$ cat src/rtl/moesi_pkg.sv
// Shared MOESI line-state codes, responder FSM encoding and the probe transition table.
package moesi_pkg;

  localparam int unsigned MOESI_WID = 3;

  localparam logic [MOESI_WID-1:0] INVALID   = 3'b000;
  localparam logic [MOESI_WID-1:0] SHARED    = 3'b001;
  localparam logic [MOESI_WID-1:0] EXCLUSIVE = 3'b010;
  localparam logic [MOESI_WID-1:0] MODIFIED  = 3'b011;
  localparam logic [MOESI_WID-1:0] OWNED     = 3'b100;

  typedef enum logic [1:0] {
    IDLE   = 2'd0,
    LOOKUP = 2'd1,
    RESP   = 2'd2
  } fsm_e;

  typedef struct packed {
    logic [MOESI_WID-1:0] state;
    logic                 supply;
    logic                 dirty;
  } probe_res_t;

  // Codes 101..111 are not legal states and behave as INVALID.
  function automatic logic is_valid_state(input logic [MOESI_WID-1:0] state);
    return (state == SHARED) || (state == EXCLUSIVE) ||
           (state == MODIFIED) || (state == OWNED);
  endfunction

  function automatic probe_res_t probe_next_state(input logic [MOESI_WID-1:0] state,
                                                  input logic                 is_write);
    probe_res_t res;
    res = '{state: INVALID, supply: 1'b0, dirty: 1'b0};
    if (is_write) begin
      res.supply = (state == MODIFIED) || (state == OWNED);
      res.dirty  = res.supply;
    end else begin
      case (state)
        MODIFIED:  res = '{state: OWNED,  supply: 1'b1, dirty: 1'b1};
        OWNED:     res = '{state: OWNED,  supply: 1'b1, dirty: 1'b1};
        EXCLUSIVE: res = '{state: SHARED, supply: 1'b1, dirty: 1'b0};
        SHARED:    res = '{state: SHARED, supply: 1'b0, dirty: 1'b0};
        default:   res = '{state: INVALID, supply: 1'b0, dirty: 1'b0};
      endcase
    end
    return res;
  endfunction

endpackage

$ cat src/rtl/moesi_line_array.sv
// Direct-mapped tag/state storage: combinational read, fill write plus snoop state update.
module moesi_line_array
  import moesi_pkg::*;
#(
  parameter int unsigned NUM_LINES = 16,
  parameter int unsigned IDX_WID   = 4,
  parameter int unsigned TAG_WID   = 8
) (
  input  logic                 clk,
  input  logic                 reset,
  input  logic                 fill_en_i,
  input  logic [IDX_WID-1:0]   fill_idx_i,
  input  logic [TAG_WID-1:0]   fill_tag_i,
  input  logic [MOESI_WID-1:0] fill_state_i,
  input  logic                 upd_en_i,
  input  logic [IDX_WID-1:0]   upd_idx_i,
  input  logic [MOESI_WID-1:0] upd_state_i,
  input  logic [IDX_WID-1:0]   rd_idx_i,
  output logic [TAG_WID-1:0]   rd_tag_o,
  output logic [MOESI_WID-1:0] rd_state_o
);

  logic [TAG_WID-1:0]   tag_q   [NUM_LINES];
  logic [MOESI_WID-1:0] state_q [NUM_LINES];

  // The fill owns the line when both writers target the same index.
  always_ff @(posedge clk) begin
    if (reset) begin
      for (int unsigned i = 0; i < NUM_LINES; i++) begin
        tag_q[i]   <= '0;
        state_q[i] <= INVALID;
      end
    end else begin
      if (upd_en_i && !(fill_en_i && (fill_idx_i == upd_idx_i))) begin
        state_q[upd_idx_i] <= upd_state_i;
      end
      if (fill_en_i) begin
        tag_q[fill_idx_i]   <= fill_tag_i;
        state_q[fill_idx_i] <= fill_state_i;
      end
    end
  end

  assign rd_tag_o   = tag_q[rd_idx_i];
  assign rd_state_o = state_q[rd_idx_i];

endmodule

$ cat src/rtl/moesi_snoop_responder.sv
// Bus snoop responder: one outstanding probe, MOESI transition on hit, registered response.
module moesi_snoop_responder
  import moesi_pkg::*;
#(
  parameter int unsigned NUM_LINES = 16,
  parameter int unsigned IDX_WID   = 4,
  parameter int unsigned TAG_WID   = 8
) (
  input  logic                         clk,
  input  logic                         reset,
  input  logic                         snp_valid,
  output logic                         snp_ready,
  input  logic                         snp_write,
  input  logic [TAG_WID+IDX_WID-1:0]   snp_addr,
  input  logic                         fill_valid,
  input  logic [TAG_WID+IDX_WID-1:0]   fill_addr,
  input  logic [MOESI_WID-1:0]         fill_state,
  output logic                         rsp_valid,
  input  logic                         rsp_ready,
  output logic                         rsp_hit,
  output logic                         rsp_shared,
  output logic                         rsp_supply,
  output logic                         rsp_dirty,
  output logic [MOESI_WID-1:0]         rsp_prev_state,
  output logic                         probe_read_hit,
  output logic                         probe_write_hit
);

  localparam int unsigned ADDR_WID = TAG_WID + IDX_WID;

  fsm_e                 state_q, state_d;
  logic                 snp_write_q, snp_write_d;
  logic [ADDR_WID-1:0]  snp_addr_q, snp_addr_d;
  logic                 rsp_valid_q, rsp_valid_d;
  logic                 rsp_hit_q, rsp_hit_d;
  logic                 rsp_shared_q, rsp_shared_d;
  logic                 rsp_supply_q, rsp_supply_d;
  logic                 rsp_dirty_q, rsp_dirty_d;
  logic [MOESI_WID-1:0] rsp_prev_q, rsp_prev_d;

  logic                 snp_ready_c;
  logic                 upd_en_c;
  logic                 prh_c, pwh_c;
  logic [TAG_WID-1:0]   rd_tag;
  logic [MOESI_WID-1:0] rd_state;
  logic                 hit_c;
  logic                 illegal_c;
  probe_res_t           nxt_c;

  moesi_line_array #(
    .NUM_LINES (NUM_LINES),
    .IDX_WID   (IDX_WID),
    .TAG_WID   (TAG_WID)
  ) u_lines (
    .clk          (clk),
    .reset        (reset),
    .fill_en_i    (fill_valid),
    .fill_idx_i   (fill_addr[IDX_WID-1:0]),
    .fill_tag_i   (fill_addr[ADDR_WID-1:IDX_WID]),
    .fill_state_i (fill_state),
    .upd_en_i     (upd_en_c),
    .upd_idx_i    (snp_addr_q[IDX_WID-1:0]),
    .upd_state_i  (nxt_c.state),
    .rd_idx_i     (snp_addr_q[IDX_WID-1:0]),
    .rd_tag_o     (rd_tag),
    .rd_state_o   (rd_state)
  );

  assign hit_c     = (rd_tag == snp_addr_q[ADDR_WID-1:IDX_WID]) && is_valid_state(rd_state);
  assign illegal_c = (rd_state != INVALID) && !is_valid_state(rd_state);
  assign nxt_c     = probe_next_state(rd_state, snp_write_q);

  // Next-state and response capture; the array is read during LOOKUP so late fills are seen.
  always_comb begin
    state_d      = state_q;
    snp_write_d  = snp_write_q;
    snp_addr_d   = snp_addr_q;
    rsp_valid_d  = rsp_valid_q;
    rsp_hit_d    = rsp_hit_q;
    rsp_shared_d = rsp_shared_q;
    rsp_supply_d = rsp_supply_q;
    rsp_dirty_d  = rsp_dirty_q;
    rsp_prev_d   = rsp_prev_q;
    snp_ready_c  = 1'b0;
    upd_en_c     = 1'b0;
    prh_c        = 1'b0;
    pwh_c        = 1'b0;
    unique case (state_q)
      IDLE: begin
        snp_ready_c = 1'b1;
        if (snp_valid) begin
          snp_write_d = snp_write;
          snp_addr_d  = snp_addr;
          state_d     = LOOKUP;
        end
      end
      LOOKUP: begin
        rsp_valid_d  = 1'b1;
        rsp_hit_d    = hit_c;
        rsp_shared_d = hit_c && !snp_write_q;
        rsp_supply_d = hit_c && nxt_c.supply;
        rsp_dirty_d  = hit_c && nxt_c.dirty;
        rsp_prev_d   = rd_state;
        upd_en_c     = (hit_c || illegal_c) && !reset;
        prh_c        = hit_c && !snp_write_q && !reset;
        pwh_c        = hit_c && snp_write_q && !reset;
        state_d      = RESP;
      end
      RESP: begin
        if (rsp_ready) begin
          rsp_valid_d = 1'b0;
          state_d     = IDLE;
        end
      end
      default: state_d = IDLE;
    endcase
  end

  always_ff @(posedge clk) begin
    if (reset) begin
      state_q      <= IDLE;
      snp_write_q  <= 1'b0;
      snp_addr_q   <= '0;
      rsp_valid_q  <= 1'b0;
      rsp_hit_q    <= 1'b0;
      rsp_shared_q <= 1'b0;
      rsp_supply_q <= 1'b0;
      rsp_dirty_q  <= 1'b0;
      rsp_prev_q   <= INVALID;
    end else begin
      state_q      <= state_d;
      snp_write_q  <= snp_write_d;
      snp_addr_q   <= snp_addr_d;
      rsp_valid_q  <= rsp_valid_d;
      rsp_hit_q    <= rsp_hit_d;
      rsp_shared_q <= rsp_shared_d;
      rsp_supply_q <= rsp_supply_d;
      rsp_dirty_q  <= rsp_dirty_d;
      rsp_prev_q   <= rsp_prev_d;
    end
  end

  assign snp_ready       = snp_ready_c && !reset;
  assign rsp_valid       = rsp_valid_q;
  assign rsp_hit         = rsp_hit_q;
  assign rsp_shared      = rsp_shared_q;
  assign rsp_supply      = rsp_supply_q;
  assign rsp_dirty       = rsp_dirty_q;
  assign rsp_prev_state  = rsp_prev_q;
  assign probe_read_hit  = prh_c;
  assign probe_write_hit = pwh_c;

endmodule

$ cat config.mk
export PLATFORM = sky130hd
export DESIGN_NAME = moesi_snoop_responder
export DESIGN_NICKNAME = d
export VERILOG_FILES = /design/src/rtl/moesi_pkg.sv /design/src/rtl/moesi_line_array.sv /design/src/rtl/moesi_snoop_responder.sv
export SDC_FILE = /design/constraint.sdc
export NUM_CORES = 1
export LEC_CHECK = 0
export CELL_PAD_IN_SITES_DETAIL_PLACEMENT = 0
export CELL_PAD_IN_SITES_GLOBAL_PLACEMENT = 1
export CORE_MARGIN = 2
export CORE_UTILIZATION = 54
export CTS_CLUSTER_DIAMETER = 40
export DETAILED_ROUTE_END_ITERATION = 10
export HOLD_SLACK_MARGIN = 0.12
export PLACE_DENSITY_LB_ADDON = 0.08
export SLEW_MARGIN = 20
export SYNTH_ARGS = -nofsm -noshare
export SYNTH_HDL_FRONTEND = slang
export SYNTH_HIERARCHICAL = 1
export SYNTH_SLANG_ARGS = --single-unit
export TNS_END_PERCENT = 1
$ cat constraint.sdc
create_clock -name clk -period 5.8 [get_ports clk]
set_input_delay 1.16 -clock clk [delete_from_list [all_inputs] [get_ports clk]]
set_output_delay 1.16 -clock clk [all_outputs]
set_load 0.005 [all_outputs]
==> flow_summary.toml <==
[outcome]
status = "complete, no violations"

[worst_setup_path]
cp.arrival_ns = 4.01
startpoint_type = "flop"
path_max_fanout = 50
r2r_setup_slack_ns = 1.03
end_kind = "output port"
worst_ep_required_time_ns = 4.64
path_class = "flop to output port"

[place]
numPortBuffers = 43
finalWeightedCongestion = 0.8558
dp_hpwl_um = 16240
placed_area_um2 = 10240

[routing]
drc = 0
drt_wl_total_um = 23600
vias = 6170
ant_nets = 0
first_iter_violations = 552
dr.pass1.iters = 5
vias_per_cell = 6.037
wire_per_inst_um = 23.09

[floorplanning]
die_h_um = 137.4
dieArea_um2 = 18870
die_w_um = 137.4
coreArea_um2 = 17360
pin_count = 44
rows = 48
start_util_pct = 55.35

[clocking]
cts_resized = 0
cts_max_path_buffers = 2
ctsHoldBuffers = 0
cts_setup_buffers = 0
htreeDepth = 4
cts_tree = "done"
clock-sinks = 199
clock_latency_ns = 0.43
path_clk_slew_ns = 0.07
cts-root-buf = "clkbuf_16"
cts_made_buffers = 17

[pwr]
ir_drop_uv = 225.6
p_comb_share_pct = 9.8
power_switching_mw = 0.7313
intPower_mw = 2.410
netSwitchingFraction_pct = 23.28
power.density_nw_per_um2 = 290.4
p_clk_share_pct = 36.8
seqPwrFrac_pct = 53.5
p_leak_nw = 3.701

[yosys]
synth.top_cell.area_share_pct = 55.01
synth.distinct_cells = 45
synth_area_leaders = "edfxtp_1 55%, mux4_2 10%, and2_1 8.5%"
ys.flop_type = "edfxtp_1"
ys_warn_count = 6
syn_area_um2 = 9607
synth_edf_count = 176
yosysSeqAreaShare_pct = 59.81
ys_ff_latch = 199
yosysMostFrequentCell = "edfxtp_1"
ys_top_cells_by_count = "176 x edfxtp_1, 131 x and2_1, 98 x nand2_1, 44 x mux4_2, 43 x clkbuf_1"
synth.avg_cell_area_um2 = 12.66
async_flop_share_pct = 0
synthCells = 759
netlist.top_cell.by_area = "edfxtp_1"

[global_route]
overflow = 0
grt_pass1_wl_um = 35650
track_usage_pct = 26.55
grt_max_degree = 51
antenna_found_initial = 0
first_global_vias = 6066

[timing]
finalSetupTns_ns = 0
fin_skew_ns = 0.01165
relSlewSlack_pct = 27.36
setup_violations = 0
fin_crit_sh_pct = 89.15
grt_setup_unrepaired = "no"
fmax_ghz = 0.1934
max_slew.worst_pin.slew_ns = 1.090
hold_violations = 0
drv_slew = 0
layout_min_cycle_time_ns = 5.171

[cells_and_area]
nNetsFinal = 817
n_fill_cell = 1328
drive_gt1_share_pct = 14.30
finalInstanceArea_um2 = 10820
areaGrowthSynthToFinish_pct = 12.62
fin_util_pct = 62.33
n_antenna_cell = 0

[job]
maxCapViolCount = 0

[min_path]
hold_class = "flop to flop"
stage by stage:
| step | worst slack (ns) | hold WS [ns] | cells | power, mW |
|---|---|---|---|---|
| final | 0.6293 | 0.4539 | 1022 | 3.141 |
| after global routing | 0.3458 | 0.4824 | 1022 | 3.248 |
| after global placement | 1.059 | 0.4419 | 990 | 2.005 |
| after detailed placement | 1.021 | 0.4492 | 990 | 2.014 |
| after floorplan | 1.960 | 0.4427 | 760 | 1.899 |
| after CTS | 0.5366 | 0.4584 | 1022 | 3.162 |
state kept, by name, summed over array words and instances, names as in the netlist:
| name | flops |
|---|---|
| state_q | 2 |
| snp_write_q | 1 |
| rsp_valid | 1 |
| rsp_hit | 1 |
| rsp_supply | 1 |
| u_lines/tag_q | 128 |
| rsp_prev_state | 3 |
| rsp_dirty | 1 |
| u_lines/state_q | 48 |
| snp_addr_q | 12 |
| rsp_shared | 1 |
cells in the final DEF (no fill, tap or decap), types with 3 or more instances in the layout:
cell type        instances
a22oi_1                 22
nor2b_1                  8
inv_1                    6
nand2_1                 98
o21ai_0                 38
nand2b_1                 7
nor3_1                   6
edfxtp_1               176
xnor2_1                  4
xor2_1                   8
buf_4                   20
o211ai_1                 3
a21oi_1                 22
clkbuf_16               17
clkdlybuf4s50_1         43
a21o_1                   6
o21ai_1                  5
a22o_1                  12
o21bai_1                 8
nor2_1                  32
dfxtp_1                 21
mux4_2                  44
clkbuf_1                 3
and2_1                 131
or2_2                   13
o31ai_1                  4
cell families after synthesis:
| family | after synthesis | share of synthesized area, % |
|---|---|---|
| other cells | 1 | 0.03904 |
| compound gates | 127 | 8.440 |
| xor+xnor | 12 | 1.094 |
| simple gates | 312 | 17.65 |
| flops | 199 | 59.81 |
| buf+inv | 64 | 2.657 |
| mux | 44 | 10.32 |
power by group through the flow:
stage | clock (mW) | combinational, mW | sequential [mW]
2_1_floorplan | 0 | 0.220 | 1.68
3_3_place_gp | 0 | 0.299 | 1.71
3_5_place_dp | 0 | 0.303 | 1.71
4_1_cts | 1.18 | 0.305 | 1.68
5_1_grt | 1.23 | 0.330 | 1.69
6_report | 1.15 | 0.307 | 1.68
layout make-up:
cell class              count  area [um^2]  area share, %
flip-flops and latches    199         5751          53.15
multi-input cells         497         3610          33.36
repair buffers             63        580.6          5.366
clock buffers              21        450.4          4.163
well taps                 225        281.5          2.602
clock inverters            11        123.9          1.145
inverters                   6        22.52         0.2082
worst paths after layout:
check                        startpoint                                to  depth (start not counted)
min reg2reg      rsp_dirty$_SDFFE_PP0P_            rsp_dirty$_SDFFE_PP0P_                          2
max reg2reg  snp_addr_q[0]$_SDFFE_PP0P_  u_lines/state_q[15][1]$_DFFE_PP_                         12
max          snp_addr_q[0]$_SDFFE_PP0P_                    probe_read_hit                          9
min              rsp_dirty$_SDFFE_PP0P_            rsp_dirty$_SDFFE_PP0P_                          2
worst max-delay path: stages (launching register included):
cell and delay [ns]:
dfxtp_4 0.94, buf_4 0.34, mux4_2 0.52, a22oi_1 0.20, nand2_1 0.09, xor2_1 0.17, nor4_4 0.48, nand4b_4 0.19
nor2_1 0.13, clkdlybuf4s50_1 0.51
layer usage:
layer | part of all wire (%) | GRT usage (%) | vias up
met3 | 7.4 | 5.445 | 33
met1 | 42 | 36.71 | 3085
li1 | - | - | 2803
met5 | 0 | 0 | -
met2 | 49 | 42.90 | 249
met4 | 1.6 | 7.904 | 0
(Power assumes the default switching activity.)
